`src/rtl/s4ga_cfg_seq.sv`:
```
// s4ga_cfg_seq: configuration sequencer for an N-LUT S4GA fabric.
// Holds one configuration frame in a small segment memory. On a command it
// either clears the fabric and then streams frames back to back, or streams a
// single frame. Memory layout per LUT n: K index fields of IDX_SEGS segments
// each, then the truth-table mask of MASK_SEGS segments; every field is
// stored most-significant segment first.
module s4ga_cfg_seq #(
    parameter int unsigned N    = 16,
    parameter int unsigned K    = 4,
    parameter int unsigned SI_W = 4,
    localparam int unsigned IDX_SEGS   = ($clog2(N) + SI_W - 1) / SI_W,
    localparam int unsigned MASK_SEGS  = ((2 ** K) + SI_W - 1) / SI_W,
    localparam int unsigned LUT_SEGS   = K * IDX_SEGS + MASK_SEGS,
    localparam int unsigned FRAME_SEGS = N * LUT_SEGS,
    localparam int unsigned A_W        = $clog2(FRAME_SEGS)
) (
    input  logic            clk,
    input  logic            rst,
    input  logic            cfg_we,
    input  logic [A_W-1:0]  cfg_addr,
    input  logic [SI_W-1:0] cfg_data,
    input  logic            start,
    input  logic            step,
    input  logic            halt,
    output logic [SI_W-1:0] si,
    output logic            lut_rst,
    output logic            busy,
    output logic            frame_done,
    output logic [7:0]      frame_cnt,
    output logic            cfg_err
);

    // Clear-cycle counter spans 0..N-1.
    localparam int unsigned C_W = (N > 1) ? $clog2(N) : 1;

    localparam logic [C_W-1:0] C_LAST   = C_W'(N - 1);
    localparam logic [A_W-1:0] P_FIRST  = '0;
    localparam logic [A_W-1:0] P_LAST   = A_W'(FRAME_SEGS - 1);
    // A one-segment frame ends on the very cycle it starts.
    localparam bit             ONE_SEG  = (FRAME_SEGS == 1);

    typedef enum logic [1:0] {
        StIdle,
        StClear,
        StRun,
        StStep1
    } state_e;

    state_e          state_q;
    logic [A_W-1:0]  p_q;
    logic [C_W-1:0]  clr_cnt_q;
    logic            halt_pend_q;
    logic [SI_W-1:0] mem [FRAME_SEGS];

    logic [A_W-1:0]  p_inc;
    logic            frame_end;
    logic            addr_ok;

    assign p_inc     = p_q + A_W'(1);
    assign frame_end = (p_q == P_LAST);
    assign addr_ok   = (32'(cfg_addr) < FRAME_SEGS);
    assign busy      = (state_q != StIdle);

    // Config memory write port: only accepted while idle; never touched by reset
    // but a simultaneous reset still blocks the write.
    always_ff @(posedge clk) begin
        if (!rst && cfg_we && (state_q == StIdle) && addr_ok) begin
            mem[cfg_addr] <= cfg_data;
        end
    end

    // Sequencer FSM; si/lut_rst/frame_done/frame_cnt/cfg_err are all registered here.
    always_ff @(posedge clk) begin
        if (rst) begin
            state_q     <= StIdle;
            p_q         <= '0;
            clr_cnt_q   <= '0;
            halt_pend_q <= 1'b0;
            si          <= '0;
            lut_rst     <= 1'b0;
            frame_done  <= 1'b0;
            frame_cnt   <= '0;
            cfg_err     <= 1'b0;
        end else begin
            frame_done <= 1'b0;
            cfg_err    <= cfg_we && (state_q != StIdle);

            unique case (state_q)
                StIdle: begin
                    p_q         <= '0;
                    clr_cnt_q   <= '0;
                    halt_pend_q <= 1'b0;
                    si          <= '0;
                    lut_rst     <= 1'b0;
                    // start wins over step; halt has no meaning here.
                    if (start) begin
                        state_q <= StClear;
                        lut_rst <= 1'b1;
                    end else if (step) begin
                        state_q    <= StStep1;
                        si         <= mem[P_FIRST];
                        frame_done <= ONE_SEG;
                    end
                end

                StClear: begin
                    // lut_rst is already high for clear cycle clr_cnt_q.
                    if (clr_cnt_q == C_LAST) begin
                        state_q    <= StRun;
                        lut_rst    <= 1'b0;
                        p_q        <= '0;
                        si         <= mem[P_FIRST];
                        frame_done <= ONE_SEG;
                    end else begin
                        clr_cnt_q <= clr_cnt_q + C_W'(1);
                    end
                end

                StRun, StStep1: begin
                    if (frame_end) begin
                        frame_cnt <= frame_cnt + 8'd1;
                        // A halt arriving on the last segment still lands on this boundary.
                        if ((state_q == StStep1) || halt_pend_q || halt) begin
                            state_q     <= StIdle;
                            p_q         <= '0;
                            si          <= '0;
                            halt_pend_q <= 1'b0;
                        end else begin
                            p_q        <= '0;
                            si         <= mem[P_FIRST];
                            frame_done <= ONE_SEG;
                        end
                    end else begin
                        p_q        <= p_inc;
                        si         <= mem[p_inc];
                        frame_done <= (p_inc == P_LAST);
                        if ((state_q == StRun) && halt) begin
                            halt_pend_q <= 1'b1;
                        end
                    end
                end

                default: begin
                    state_q <= StIdle;
                end
            endcase
        end
    end

endmodule

```
`config.mk`:
```
export PLATFORM = sky130hd
export DESIGN_NAME = s4ga_cfg_seq
export DESIGN_NICKNAME = d
export VERILOG_FILES = /design/src/rtl/s4ga_cfg_seq.sv
export SDC_FILE = /design/constraint.sdc
export NUM_CORES = 1
export LEC_CHECK = 0
export CAP_MARGIN = 20
export CORE_MARGIN = 8
export CORE_UTILIZATION = 25
export CTS_BUF_LIST = sky130_fd_sc_hd__clkbuf_16
export CTS_CLUSTER_DIAMETER = 200
export DETAILED_ROUTE_END_ITERATION = 6
export PLACE_DENSITY = 0.44
export SLEW_MARGIN = 25
export SYNTH_ARGS = -nofsm -noshare
export SYNTH_HDL_FRONTEND = slang
export SYNTH_SLANG_ARGS = --single-unit
```
`constraint.sdc`:
```
create_clock -name clk -period 4 [get_ports clk]
set_clock_uncertainty 0.1 [all_clocks]
set_input_delay 0.4 -clock clk [delete_from_list [all_inputs] [get_ports clk]]
set_output_delay 0.4 -clock clk [all_outputs]
set_load 0.01 [all_outputs]
```
==> metrics.txt, run 1 <==
logic gate share of total power 0.065; Buffers on Ports 32; HP Class input pin to flop; DR WL/cell 24.0 µm; # IOs 33; Worst R2R End si[0]; CP arrival 4.19 ns; initial antenna violation count 2; pwr dens 492 mW/mm²; VDD IR max 0.332 mV; Die X 314 µm; sequential fraction of the synthesis area 0.720; CTS tree done; Cell Rows 109; Startpoint Class flop; Root Driver clkbuf_16; Die H 314 µm; total power 12.8 mW; fraction of layout cells with a size suffix above 1 0.196; die area 0.0985 mm²; post-synth net total 1250; GPL Wtd Cong 0.792; switch share 0.224; Final Hold Viols 0; clock power share 0.447; number of distinct library cells after synthesis 71; total internal power 9.91 mW; # resized after CTS 0; Worst R2R Start p_q[2]; maxcap violations 0; ANT nets after route 0; synthesis-to-layout area growth 17.1%; ys flop type edfxtp_1; Post-synth EDFFs 512; first-pass GRT wire length 88700 µm; cts bufs inserted 59; run status finished clean; min Tclk post-route 3.76 ns; Synth Cell Area 0.0222 mm²; core box area 0.0881 mm²; Detail Placement HPWL 39800 µm; setup TNS 0 ns; drt initial violations 1066; mean post-synth cell area 18.0 µm²; finished layout cell area 0.0259 mm²; worst-path fanout max 12; Clock transition at path regs 0.06 ns; top cell type by total area after synthesis edfxtp_1; Setup-failing EPs final 0; Switch Pwr 2.86 mW; largest net degree at the start of global routing 73; final core occ 0.295; Crit. End Element flop; critical setup path kind flop to flop; list of most frequent post-synthesis cells edfxtp_1 (512), nor2_1 (162), nand2_1 (104); post-synth top area share 0.694; Initial Util 0.252; top post-synthesis cells by area edfxtp_1 (69%), mux4_2 (9.8%), mux4_1 (3.8%); Post-CTS Setup Bufs 0; hold wc startpoint cfg_data[3]; WHS Path Cells 1; first drt pass iteration count 5; final critical-path setup slack 0.239 ns; most numerous cell in the Yosys netlist edfxtp_1; total track usage 0.121; Flop pwr share 0.488; fin crit share 0.940; Vias/cell 4.60; hold endpoint mem[72][3]; grt ovf 0; dpl ws 0.250 ns; WP data required 4.43 ns; Max Clk Rate 266 MHz; routed via count 11.6k; Worst R2R Setup Slack 0.24 ns; Post-synth ARST share 0; clock buffer depth 3; Clk Latency, worst-skew pair 0.62 ns; DRC errors left 0; Area after DPL 0.0239 mm²; FF+latch count, synth 541; Cells after Synth 1229; Ys Warns 0; Total Wirelength 60600 µm; relative slew slack 0.278; RSZ-0062 raised after global routing no; Slew Limit Fails 0; vias in the first global route 12.1k; Slew @ Worst Pin 1.08 ns; cell depth of the worst flop-to-flop path 8; Hold Buf Count CTS 0; P_leak 8.04 nW; htree depth 2; clk sinks 541; nets 1329
[worst max path at each step]
| stage | startpoint | end | slack (ns) | cells after the start |
|---|---|---|---|---|
| 3_3_place_gp | p_q[1] | si[2] | 0.27 | 9 |
| 5_1_grt | p_q[1] | si[2] | 0.03 | 9 |
| 2_1_floorplan | p_q[0] | si[3] | 0.48 | 16 |
| 3_5_place_dp | p_q[1] | si[2] | 0.25 | 9 |
| 6_report | p_q[2] | si[0] | 0.24 | 8 |
| 4_1_cts | p_q[1] | si[2] | 0.25 | 9 |
[sequential cells by signal, summed over array words and instances, names as in the netlist]
| register | count |
|---|---|
| mem | 512 |
| frame_cnt | 8 |
| p_q | 7 |
| clr_cnt_q | 4 |
| si | 4 |
| state_q | 2 |
| cfg_err | 1 |
| frame_done | 1 |
| halt_pend_q | 1 |
| lut_rst | 1 |
[cell families (layout without fill, tap and decap cells)]
group                    count (synthesis)  in the layout  share of synthesized area
buffers and inverters                   68            198                     0.0242
adder cells (fa/ha/maj)                  4              4                    0.00226
XOR/XNOR                                14             14                    0.00706
multiplexers                           149            149                      0.145
AND/OR/NAND/NOR                        357            357                     0.0707
other                                    0              2                          0
flip-flops                             541            541                      0.720
AO/OA/AOI/OAI                           96             96                     0.0310
[layout by cell type (no fill, tap or decap), types with 3 or more instances in the layout]
master / instances
clkbuf_16: 60
clkdlybuf4s50_1: 28
mux2i_1: 18
nor3_1: 8
mux2_2: 3
clkinv_1: 8
nand2b_1: 3
buf_12: 6
mux4_2: 96
and3_1: 5
clkinvlp_4: 8
ha_1: 3
nand2_1: 104
nor2_1: 162
bufinv_16: 10
edfxtp_1: 512
a31oi_1: 7
a22oi_1: 5
nor2b_1: 8
buf_4: 46
a211oi_1: 10
a311oi_1: 12
nor4_1: 3
o211ai_1: 3
o21ai_0: 9
a21oi_1: 24
nand4_1: 8
nand3_1: 24
nand3b_1: 3
xor2_1: 9
clkinv_2: 18
and2_1: 11
dfxtp_1: 28
mux4_1: 32
a32oi_1: 4
inv_1: 9
[power by group through the flow]
stage / registers, mW / clock network, mW / logic (mW)
global placement: 6.35 / 0 / 0.850
global route: 6.23 / 6.03 / 0.898
finish: 6.23 / 5.71 / 0.835
CTS: 6.23 / 5.83 / 0.857
floorplan: 6.34 / 0 / 0.487
detailed placement: 6.35 / 0 / 0.856
[worst max-delay path, cell delays in order, from the launching register on]
cell and delay, ns:
dfxtp_1 0.53, and3_2 0.39, xnor2_2 0.83, buf_4 0.36, a211oi_1 0.08, a31oi_1 0.48, a21oi_1 0.14, or4_1 0.52
a311oi_1 0.21
[stage by stage]
| stage | hold WS, ns | cells |
|---|---|---|
| 2_1_floorplan | 0.355 | 1229 |
| 3_3_place_gp | 0.369 | 2411 |
| 3_5_place_dp | 0.372 | 2412 |
| 4_1_cts | 0.154 | 2524 |
| 5_1_grt | 0.172 | 2524 |
| 6_report | 0.155 | 2526 |
[routing by layer]
layer,vias up,track usage,wire length [µm]
met5,-,0,0
met4,0,0.0259,1090
met3,76,0.0294,3810
met2,324,0.188,27500
met1,6138,0.173,28100
li1,5090,-,-
[cell type report]
class / instances / area, µm²
antenna: 2 / 5.00
clock buffer: 60 / 1500
clock inverter: 52 / 533
fill: 8795 / 62200
inverter: 5 / 18.8
multi-input combinational: 620 / 5700
sequential: 541 / 16000
tap: 1165 / 1460
timing repair buffer: 81 / 773
Power figures use the tool's default switching activity.
==> inputs of run 2 (changes only) <==
--- a/config.mk
+++ b/config.mk
@@ -5,13 +5,13 @@
 export SDC_FILE = /design/constraint.sdc
 export NUM_CORES = 1
 export LEC_CHECK = 0
-export CAP_MARGIN = 20
 export CORE_MARGIN = 8
-export CORE_UTILIZATION = 25
+export CORE_UTILIZATION = 60
 export CTS_BUF_LIST = sky130_fd_sc_hd__clkbuf_16
 export CTS_CLUSTER_DIAMETER = 200
 export DETAILED_ROUTE_END_ITERATION = 6
-export PLACE_DENSITY = 0.44
+export MAX_ROUTING_LAYER = met4
+export PLACE_DENSITY = 0.82
 export SLEW_MARGIN = 25
 export SYNTH_ARGS = -nofsm -noshare
 export SYNTH_HDL_FRONTEND = slang
==> run 2 against run 1 <==
  * Largest cell class unchanged
  * Via count rose by 4.4%
  * Sequential power barely moved
  * Count of clock-buffer cells in the layout fell by 6
  * Sequential share of layout area rose by 3.6 points
  * Cell count fell by 29%
  * First-iteration DRC count rose by 60%
  * Setup slack improved by 0.20 ns
==> metrics.txt, run 2 (synthesis gave the netlist of run 1 again) <==
first-pass GRT wire length 77800 µm (-12%); critical setup path kind flop to flop; Crit. End Element flop; Setup-failing EPs final 0 (unchanged); relative slew slack 0.339 (+0.0609); nets 1307 (-1.7%); pwr dens 477 mW/mm² (-3.1%); run status finished clean; met1 Usage GRT 0.324 (+0.152); max FFs per register 512 (unchanged); Final Hold Viols 0 (unchanged); DR WL/cell 28.7 µm (+20%); Hold Buf Count CTS 0 (unchanged); fin crit share 0.890 (-0.0507); Die H 208 µm (-34%); Slew @ Worst Pin 0.986 ns (-0.0908 ns); WP data required 4.39 ns (-0.04 ns); fraction of layout cells with a size suffix above 1 0.168 (-0.0288); clock buffer depth 3 (unchanged); core box area 0.0365 mm² (-59%); CP endpoint si[0]; VDD IR max 0.348 mV (+4.7%); drt initial violations 1702 (+60%); Worst R2R End si[0]; fin cells 1800 (-29%); Slew Limit Fails 0 (unchanged); cell depth of the worst flop-to-flop path 8 (unchanged); Detail Placement HPWL 32000 µm (-20%); vias in the first global route 12.2k (+0.80%); Startpoint Class flop; routed via count 12.1k (+4.4%); ANT nets after route 0 (unchanged); GRT Max-Usage Layer met2; largest net degree at the start of global routing 110 (+51%); Total Wirelength 51700 µm (-15%); GPL Wtd Cong 0.933 (+18%); Die X 208 µm (-34%); first drt pass iteration count 6 (+1); RSZ-0062 raised after global routing no; DRC errors left 0 (unchanged); Max Clk Rate 281 MHz (+5.7%); clk sinks 541 (unchanged); synthesis-to-layout area growth 10.6%; setup TNS 0 ns (unchanged); Buffers on Ports 32 (unchanged); Regs by FF count mem (512), frame_cnt (8), p_q (7); # resized after CTS 0 (unchanged); CP arrival 3.95 ns (-0.24 ns); CTS tree done; P_leak 7.80 nW (-3.0%); total track usage 0.245 (+0.124); maxcap violations 0 (unchanged); initial antenna violation count 2 (unchanged); # fillers 2280 (-74%); GRT met3 Usage 0.0628 (+0.0334); Clock transition at path regs 0.06 ns (about the same); Vias/cell 6.75 (+47%); most frequent cells in the layout edfxtp_1 (512), nor2_1 (162), nand2_1 (104); Largest Register mem; # IOs 33 (unchanged); Worst R2R Start p_q[1]; grt ovf 0 (unchanged); grt met2 use 0.371 (+0.184); worst setup path startpoint p_q[1]; die area 0.0434 mm² (-56%); HP Class input pin to flop; Placed Cells 1700 (-30%); Cell Rows 70 (-36%); cts bufs inserted 52 (-12%); min Tclk post-route 3.56 ns (-0.203 ns); Root Driver clkbuf_16; Worst R2R Setup Slack 0.44 ns (+0.20 ns); Clk Latency, worst-skew pair 0.60 ns (-0.02 ns); most common cell after layout, fill and taps aside edfxtp_1; htree depth 2 (unchanged); worst-path fanout max 21 (+9); Post-CTS Setup Bufs 0 (unchanged); Initial Util 0.607 (+0.355)
-- run 2: critical path, cell delays in order (launching register included) --
cell	delay (ns)
dfxtp_1	0.40
ha_1	0.43
xnor2_4	0.74
buf_4	0.41
a211oi_1	0.16
a31oi_1	0.32
a21oi_1	0.15
or4_1	0.53
a311oi_1	0.21
-- run 2: metal layers --
layer / wire length, µm / vias up
li1: - / 5051
met1: 19800 / 6144
met2: 24500 / 815
met3: 5790 / 133
met4: 1640 / 0
met5: 0 / -
-- run 2: final cells by class --
| cell class | count | area (µm²) | share of cell area |
|---|---|---|---|
| Sequential cell | 541 | 16000 | 0.651 |
| Clock inverter | 44 | 273 | 0.0111 |
| Antenna cell | 2 | 5.00 | 0.000204 |
| Clock buffer | 54 | 1350 | 0.0551 |
| Tap cell | 468 | 586 | 0.0239 |
| Multi-Input combinational cell | 620 | 5700 | 0.233 |
| Timing Repair Buffer | 66 | 631 | 0.0257 |
| Inverter | 5 | 18.8 | 0.000765 |
-- run 2: worst min-delay path by stage --
stage | startpoint | end | slack [ns] | cells past startpoint
4_1_cts | cfg_data[3] | mem[103][3] | 0.19 | 1
3_5_place_dp | halt_pend_q | halt_pend_q | 0.39 | 2
5_1_grt | cfg_data[1] | mem[126][1] | 0.19 | 1
2_1_floorplan | halt_pend_q | halt_pend_q | 0.35 | 2
6_report | cfg_data[1] | mem[126][1] | 0.20 | 1
3_3_place_gp | halt_pend_q | halt_pend_q | 0.37 | 2
-- run 2: per-stage QoR --
stage	power (mW)	setup slack (ns)	hold slack (ns)	utilization	instance area, µm²
detailed placement	7.11	0.521	0.386	0.627	22900
finish	11.7	0.441	0.195	0.672	24500
CTS	11.7	0.512	0.186	0.671	24500
global placement	7.10	0.555	0.365	0.626	22900
floorplan	6.83	0.480	0.355	-	22200
global route	12.0	0.324	0.186	0.672	24500
-- run 2: report_power, final --
group          switching, mW  leakage (nW)  internal [mW]  total (mW)
clock                   2.06         0.854           2.63        4.69
sequential            0.0210          4.84           6.21        6.23
combinational          0.470          2.11          0.310       0.780
total                   2.55          7.80           9.15        11.7
